===== src/rtl/booth_mul_pipe.sv =====
// Pipelined radix-4 Booth multiplier (3 stages) with valid/ready handshake, signed/unsigned mode and tag passthrough.
// Optional multiply-accumulate enabled by defining BOOTH_MUL_ACCUM_EN.
module booth_mul_pipe #(
   parameter int WIDTH = 32,
   parameter int TAG_W = 4
) (
   input  logic               clk,
   input  logic               rst,
   input  logic               in_valid,
   output logic               in_ready,
   input  logic [WIDTH-1:0]   in_a,
   input  logic [WIDTH-1:0]   in_b,
   input  logic               in_signed,
   input  logic [TAG_W-1:0]   in_tag,
`ifdef BOOTH_MUL_ACCUM_EN
   input  logic               in_acc,
   input  logic               in_acc_clr,
`endif
   output logic               out_valid,
   input  logic               out_ready,
   output logic [2*WIDTH-1:0] out_result,
   output logic [TAG_W-1:0]   out_tag
);

   localparam int EW = WIDTH + 2;
   localparam int N  = EW / 2;
   localparam int M  = N + 1;
   localparam int PW = 2 * WIDTH;

   // Handshake: a transfer happens on a side when valid & ready are both high at the
   // rising edge. The whole pipe moves as one (advance) or holds as one; in_ready
   // depends only on out_valid/out_ready, so no path exists from in_valid to in_ready.
   logic advance;
   assign advance  = !out_valid || out_ready;
   assign in_ready = advance;

   logic [N-1:0][PW-1:0] pp_c;
   logic [PW-1:0]        corr_c;

   always_comb begin
      logic [PW-1:0] a_ext;
      logic [EW:0]   b_pad;
      logic [2:0]    grp;
      logic [PW-1:0] mag;
      logic          neg;
      pp_c   = '0;
      corr_c = '0;
      a_ext  = in_signed ? {{WIDTH{in_a[WIDTH-1]}}, in_a} : {{WIDTH{1'b0}}, in_a};
      b_pad  = {{2{in_signed & in_b[WIDTH-1]}}, in_b, 1'b0};
      for (int i = 0; i < N; i++) begin
         grp = b_pad[2*i +: 3];
         mag = '0;
         neg = 1'b0;
         case (grp)
            3'b001, 3'b010: mag = a_ext;
            3'b011:         mag = a_ext << 1;
            3'b100:         begin mag = a_ext << 1; neg = 1'b1; end
            3'b101, 3'b110: begin mag = a_ext; neg = 1'b1; end
            default:        mag = '0;
         endcase
         // Full sign extension at 2*WIDTH; the +1 of the negation lands in corr_c.
         pp_c[i]       = (neg ? ~mag : mag) << (2*i);
         corr_c[2*i]   = neg;
      end
   end

   // Carry-save reduction by repeated 3:2 levels until two rows remain.
   function automatic logic [2*PW-1:0] csa_tree(input logic [M-1:0][PW-1:0] rows_in);
      logic [M-1:0][PW-1:0] rows;
      logic [M-1:0][PW-1:0] nxt;
      int cnt;
      int nc;
      int full;
      rows = rows_in;
      cnt  = M;
      for (int lvl = 0; lvl < M; lvl++) begin
         if (cnt > 2) begin
            nxt  = '0;
            nc   = 0;
            full = (cnt / 3) * 3;
            for (int j = 0; j < M; j++) begin
               if (j < full && (j % 3) == 0) begin
                  nxt[nc]     = rows[j] ^ rows[j+1] ^ rows[j+2];
                  nxt[nc+1]   = ((rows[j] & rows[j+1]) | (rows[j] & rows[j+2]) |
                                 (rows[j+1] & rows[j+2])) << 1;
                  nc          = nc + 2;
               end else if (j >= full && j < cnt) begin
                  nxt[nc] = rows[j];
                  nc      = nc + 1;
               end
            end
            rows = nxt;
            cnt  = nc;
         end
      end
      return {rows[1], rows[0]};
   endfunction

   logic                 s1_valid;
   logic [N-1:0][PW-1:0] s1_pp;
   logic [PW-1:0]        s1_corr;
   logic [TAG_W-1:0]     s1_tag;
   logic                 s2_valid;
   logic [PW-1:0]        s2_sum;
   logic [PW-1:0]        s2_carry;
   logic [TAG_W-1:0]     s2_tag;
   logic [2*PW-1:0]      tree_out;
   logic [PW-1:0]        result_c;

   assign tree_out = csa_tree({s1_corr, s1_pp});

`ifdef BOOTH_MUL_ACCUM_EN
   logic          s1_acc, s1_acc_clr, s2_acc, s2_acc_clr;
   logic [PW-1:0] acc_reg;
   assign result_c = s2_sum + s2_carry + ((s2_acc && !s2_acc_clr) ? acc_reg : '0);
`else
   assign result_c = s2_sum + s2_carry;
`endif

   always_ff @(posedge clk or posedge rst) begin
      if (rst) begin
         s1_valid   <= 1'b0;
         s1_pp      <= '0;
         s1_corr    <= '0;
         s1_tag     <= '0;
         s2_valid   <= 1'b0;
         s2_sum     <= '0;
         s2_carry   <= '0;
         s2_tag     <= '0;
         out_valid  <= 1'b0;
         out_result <= '0;
         out_tag    <= '0;
`ifdef BOOTH_MUL_ACCUM_EN
         s1_acc     <= 1'b0;
         s1_acc_clr <= 1'b0;
         s2_acc     <= 1'b0;
         s2_acc_clr <= 1'b0;
         acc_reg    <= '0;
`endif
      end else if (advance) begin
         s1_valid  <= in_valid;
         s2_valid  <= s1_valid;
         out_valid <= s2_valid;
         if (in_valid) begin
            s1_pp   <= pp_c;
            s1_corr <= corr_c;
            s1_tag  <= in_tag;
`ifdef BOOTH_MUL_ACCUM_EN
            s1_acc     <= in_acc;
            s1_acc_clr <= in_acc_clr;
`endif
         end
         if (s1_valid) begin
            s2_sum   <= tree_out[PW-1:0];
            s2_carry <= tree_out[2*PW-1:PW];
            s2_tag   <= s1_tag;
`ifdef BOOTH_MUL_ACCUM_EN
            s2_acc     <= s1_acc;
            s2_acc_clr <= s1_acc_clr;
`endif
         end
         if (s2_valid) begin
            out_result <= result_c;
            out_tag    <= s2_tag;
`ifdef BOOTH_MUL_ACCUM_EN
            acc_reg    <= result_c;
`endif
         end
      end
   end

endmodule


===== config.mk =====
export PLATFORM = sky130hd
export DESIGN_NAME = booth_mul_pipe
export DESIGN_NICKNAME = d
export VERILOG_FILES = /design/src/rtl/booth_mul_pipe.sv
export SDC_FILE = /design/constraint.sdc
export NUM_CORES = 2
export LEC_CHECK = 0
export ABC_AREA = 0
export CAP_MARGIN = 20
export CELL_PAD_IN_SITES_DETAIL_PLACEMENT = 0
export CELL_PAD_IN_SITES_GLOBAL_PLACEMENT = 1
export CORE_MARGIN = 2
export CORE_UTILIZATION = 40
export CTS_CLUSTER_SIZE = 28
export DETAILED_ROUTE_END_ITERATION = 7
export DONT_BUFFER_PORTS = 1
export GPL_TIMING_DRIVEN = 0
export PLACE_DENSITY = 0.76
export SLEW_MARGIN = 20
export SYNTH_ARGS = -nofsm -noshare
export SYNTH_HDL_FRONTEND = slang
export SYNTH_SLANG_ARGS = --single-unit
export TNS_END_PERCENT = 50

===== constraint.sdc =====
create_clock -name clk -period 27.2 [get_ports clk]
set_input_delay 2.72 -clock clk [delete_from_list [all_inputs] [get_ports clk]]
set_output_delay 2.72 -clock clk [all_outputs]
set_load 0.01 [all_outputs]

# == After elaboration in Yosys (flattened, before gate mapping) ==
# Index checks and enable logic that the tools add are counted.
# word_totals
ram_bits,0
elab_cells,364
regBits,1039
latch_bits,0
rom_bits,0
out_inout_bits,70
memories,0
# classes
shifts,0
n_lt_le_gt_ge,0
n_div,0
multipliers,0
bitwise,130
mux,52
n_reduce_logical,55
add_sub_neg,1
n_eq_ne,99
# op_table
cell,count
63-bit bitwise AND,46
63-bit OR,32
64-bit XOR,31
"3-bit equality test, second input constant",48
64-bit two-way mux,2
64-bit one-hot mux with 2 select lines,1
63-bit by 33-bit bitwise AND with 63-bit output,2
62-bit one-hot mux with 2 select lines,1
60-bit one-hot mux with 2 select lines,1
58-bit one-hot mux with 2 select lines,1
56-bit one-hot mux with 2 select lines,1
54-bit one-hot mux with 2 select lines,1
52-bit one-hot mux with 2 select lines,1
50-bit one-hot mux with 2 select lines,1
"3-bit by 2-bit equality test with 1-bit output, second input constant",32
48-bit one-hot mux with 2 select lines,1
46-bit one-hot mux with 2 select lines,1
44-bit one-hot mux with 2 select lines,1
42-bit one-hot mux with 2 select lines,1
40-bit one-hot mux with 2 select lines,1
38-bit one-hot mux with 2 select lines,1
36-bit one-hot mux with 2 select lines,1
34-bit one-hot mux with 2 select lines,1
64-bit adder,1
other kinds (46),127

# == Depth between registers and ports, before layout ==
# logic_depth
word_depth,18
ltp_mapped,15
depth_no_buf,14

# == Worst setup path after synthesis ==
# OpenSTA, ideal clock, no wires.
# synth_timing
kind,input -> output
start,in out_ready
end,out in_ready
arrival_ns,3.064
stages,2
slack_ns,21.416
n_path_buf,1
path_cell_list,nand2b_1 -> clkbuf_1
# synth_via
elab_chain_cells,1
# synth_rtl
element,line_no,source
from (decl),20,"input logic out_ready,"
1-bit logical OR,34,assign advance = !out_valid || out_ready;
to (decl),10,"output logic in_ready,"
# Every way passes these cells.

# == Final worst setup path ==
# layout_timing
start,in out_ready
end,reg s1_pp[214] (netlist name)
# layout_via
elab_chain_cells,2
# layout_rtl
element,line_no,source
1-bit logical OR,34,
via in_ready,10,
2-bit AND reduction (no source line),-,
to (signal assigned),145,s1_pp <= pp_c;
to (decl),100,logic [N-1:0][PW-1:0] s1_pp;
# The timed path passes the listed nets, and every way through them passes these cells.
# A chain may end at the register's enable or synchronous reset.

==> flow_metrics.tcl <==
set metrics [dict create \
    final-max-slew-violation-count 0 \
    min_period_ns 6.223 \
    antenna_left 0 \
    start_util_pct 40.19 \
    synth-main-ff-cell "dfrtp_1" \
    h-tree-depth 3 \
    ioPinCount 143 \
    place_hpwl_mm 224.1 \
    final.period_utilization_pct 22.88 \
    grt_pass1_vias 51250 \
    io_buffers 0 \
    synth_largest_area_cell "dfrtp_1" \
    cp_common_cell "clkbuf_1" \
    ys_seq_area_share_pct 32.66 \
    finalHoldViolations 0 \
    num_vias 52500 \
    hp-class "reg -> reg" \
    netlist_instances 6738 \
    start_kind "primary input" \
    yosysMostFrequentCell "nor2_1" \
    postCtsHoldBufs 0 \
    cp_slowest_cell "clkbuf_1" \
    grt_max_degree 106 \
    yosysTopAreaCellShare_pct 32.66 \
    worstSetupPathType "in -> reg" \
    seqCellArea_sq_um 19890 \
    rows 143 \
    grt_overflow_total 0 \
    synth_nets 7550 \
    path_cells "nand2b_1, clkbuf_1, nand2_1, clkbuf_1, clkbuf_1, clkbuf_1, clkbuf_1, a21oi_1" \
    final_nets 7672 \
    grt.total_usage_pct 36.31 \
    first_pass_iters 6 \
    cts_buffers 99 \
    drive_above_1_share_pct 5.909 \
    dieHeight_um 394.2 \
    async_reset_ff_share_pct 100.0 \
    fmax_mhz 160.7 \
    outcome "finished clean" \
    synth_area_sq_um 60910 \
    yosys_warnings 0 \
    tightest_slew_ns 1.351 \
    rsz0062_at_grt "no" \
    route.detailed.drc 0 \
    ys_ff_latch 795 \
    grt_pass1_wl_mm 396.7 \
    critPathMaxStageDelay_ns 0.90 \
    fin_setup_tns_ns 0 \
    drtIter0Drc 6768 \
    core_sq_um 151500 \
    num-fill-cells 15120 \
    critPathArrivalTime_ns 6.83 \
    ctsResizeCount 0 \
    dieArea_sq_um 155400 \
    slew_headroom_pct 9.938 \
    synth_edf_count 0 \
    syn_to_final_growth_pct 10.70 \
    cts_buffer_depth 3 \
    synth_common_cells "817 x nor2_1, 795 x dfrtp_1, 783 x inv_1" \
    clock-root-buffer "clkbuf_16" \
    routed_wirelength_mm 285.8 \
    setup_viol 0 \
    via_per_inst 5.842 \
    gp_congestion 1.032 \
    multi_input_area_sq_um 35970 \
    cts_sinks 795 \
    cp_max_fo 10 \
    maxCapViolations 0 \
    worstSkewPairLatency_ns 0.79 \
    finClkSkew_ns 0.04529 \
    synth.area.top_cells "dfrtp_1 33%, fa_1 18%, xnor2_1 8.0%" \
    path_clk_slew_ns 0.07 \
    cts_tree "yes" \
    syn_area_per_cell_sq_um 9.039 \
    wl_per_cell_um 31.80 \
    critPathCaptureType "flip-flop" \
    postCtsSetupRepairBufs 0 \
    crit_required_ns 27.80 \
    antenna_found_initial 23 \
    die_w_um 394.2 \
    ys_types 80 \
]
## metrics by stage
step                      instance area (sq um)  util, %  hold slack (ns)  setup slack [ns]  instances
after floorplan                           60910        -           0.4322             2.156       6738
after global placement                    63450    41.87           0.4395            -8.530       8768
after detailed placement                  63860    42.14           0.4534             20.44       8784
after CTS                                 67280    44.39           0.4686             21.24       8964
after global routing                      67400    44.47           0.4774             21.03       8975
final                                     67430    44.49           0.4698             20.98       8986
## worst max-delay path: cells and delay by family
kind,cells,cell delay [ns]
and+or+nand+nor,2,0.90
AOI/OAI and AO/OA,1,0.17
buffers and inverters,5,2.98
## path summary, 6_finish.rpt
kind / startpoint / endpoint / slack (ns) / cells past startpoint
worst max-delay path: out_ready / s1_pp[214] / 20.98 / 8
worst min-delay path: s2_tag[0] / out_tag[0] / 0.47 / 2
worst max register to register: s1_pp[510] / s2_sum[51] / 21.69 / 12
worst min register to register: s2_tag[0] / out_tag[0] / 0.47 / 2
max in group asynchronous: rst / s1_pp[283] / 23.20 / 5
min in group asynchronous: rst / out_result[30] / 1.76 / 1
## cell type report
type | instances | area share [%]
Buffer | 569 | 3.290
Clock buffer | 143 | 4.305
Inverter | 783 | 4.370
Tap cell | 2030 | 3.767
Antenna cell | 17 | 0.06309
Sequential cell | 795 | 29.50
Timing Repair Buffer | 21 | 0.5882
Multi-Input combinational cell | 4591 | 53.34
Clock inverter | 37 | 0.7701
## flip-flops by register name, summed over array words and instances, names as in the netlist
signal and cells:
s1_valid 1, s1_tag 4, out_tag 4, s2_carry 59, out_result 64, out_valid 1
s1_corr 17, s2_sum 64, s1_pp 576, s2_valid 1, s2_tag 4
## kinds of logic after synthesis
| group | after synthesis | share of synthesized area (%) |
|---|---|---|
| and+or+nand+nor | 1639 | 10.55 |
| AOI/OAI and AO/OA | 1455 | 14.91 |
| buffers and inverters | 1352 | 8.373 |
| DFF | 795 | 32.66 |
| adders and majority gates | 745 | 22.07 |
| xor gates and xnor gates | 585 | 8.412 |
| muxes | 167 | 3.020 |
## cell usage in the layout, fill, tap and decap left out, types with 8 or more instances in the layout
cell       Yosys  routed
nand3_1       14      14
a21oi_1      205     205
a22oi_1      126     126
a211oi_1     291     291
inv_1        783     782
o21ai_0      608     608
a21o_1        24      24
nor3_1        17      17
ha_1         188     188
a31oi_1       17      17
buf_1        115     107
clkinv_2       0      12
o31ai_1       15      15
clkbuf_8       0      26
and2_1        11      11
diode_2        0      17
mux2_2       134     134
nor2_1       817     816
o21bai_1      19      19
and3_1         8       8
fa_1         551     551
nor2b_1        8       8
dfrtp_1      795     795
buf_16         0       9
bufinv_16      0       9
nand4_1       13      13
clkbuf_1     446     427
mux2i_1       33      33
xor2_1        32      32
a2111oi_0     85      80
clkbuf_16      0      99
xnor2_1      553     549
nand2_1      718     718
clkbuf_2       1      45
## routing by layer
| layer | part of all wire [%] | vias to the layer above | wire (um) | global-route usage, % |
|---|---|---|---|---|
| li1 | - | 22010 | - | - |
| met1 | 41 | 26420 | 116100 | 49.12 |
| met2 | 41 | 3321 | 115800 | 50.92 |
| met3 | 13 | 729 | 36220 | 12.77 |
| met4 | 6.1 | 12 | 17550 | 18.92 |
| met5 | 0.028 | - | 80 | 0 |
Power is left out: the tool's default activity adds up to more than one toggle a clock period on the data nets, which glitch-free logic cannot reach.
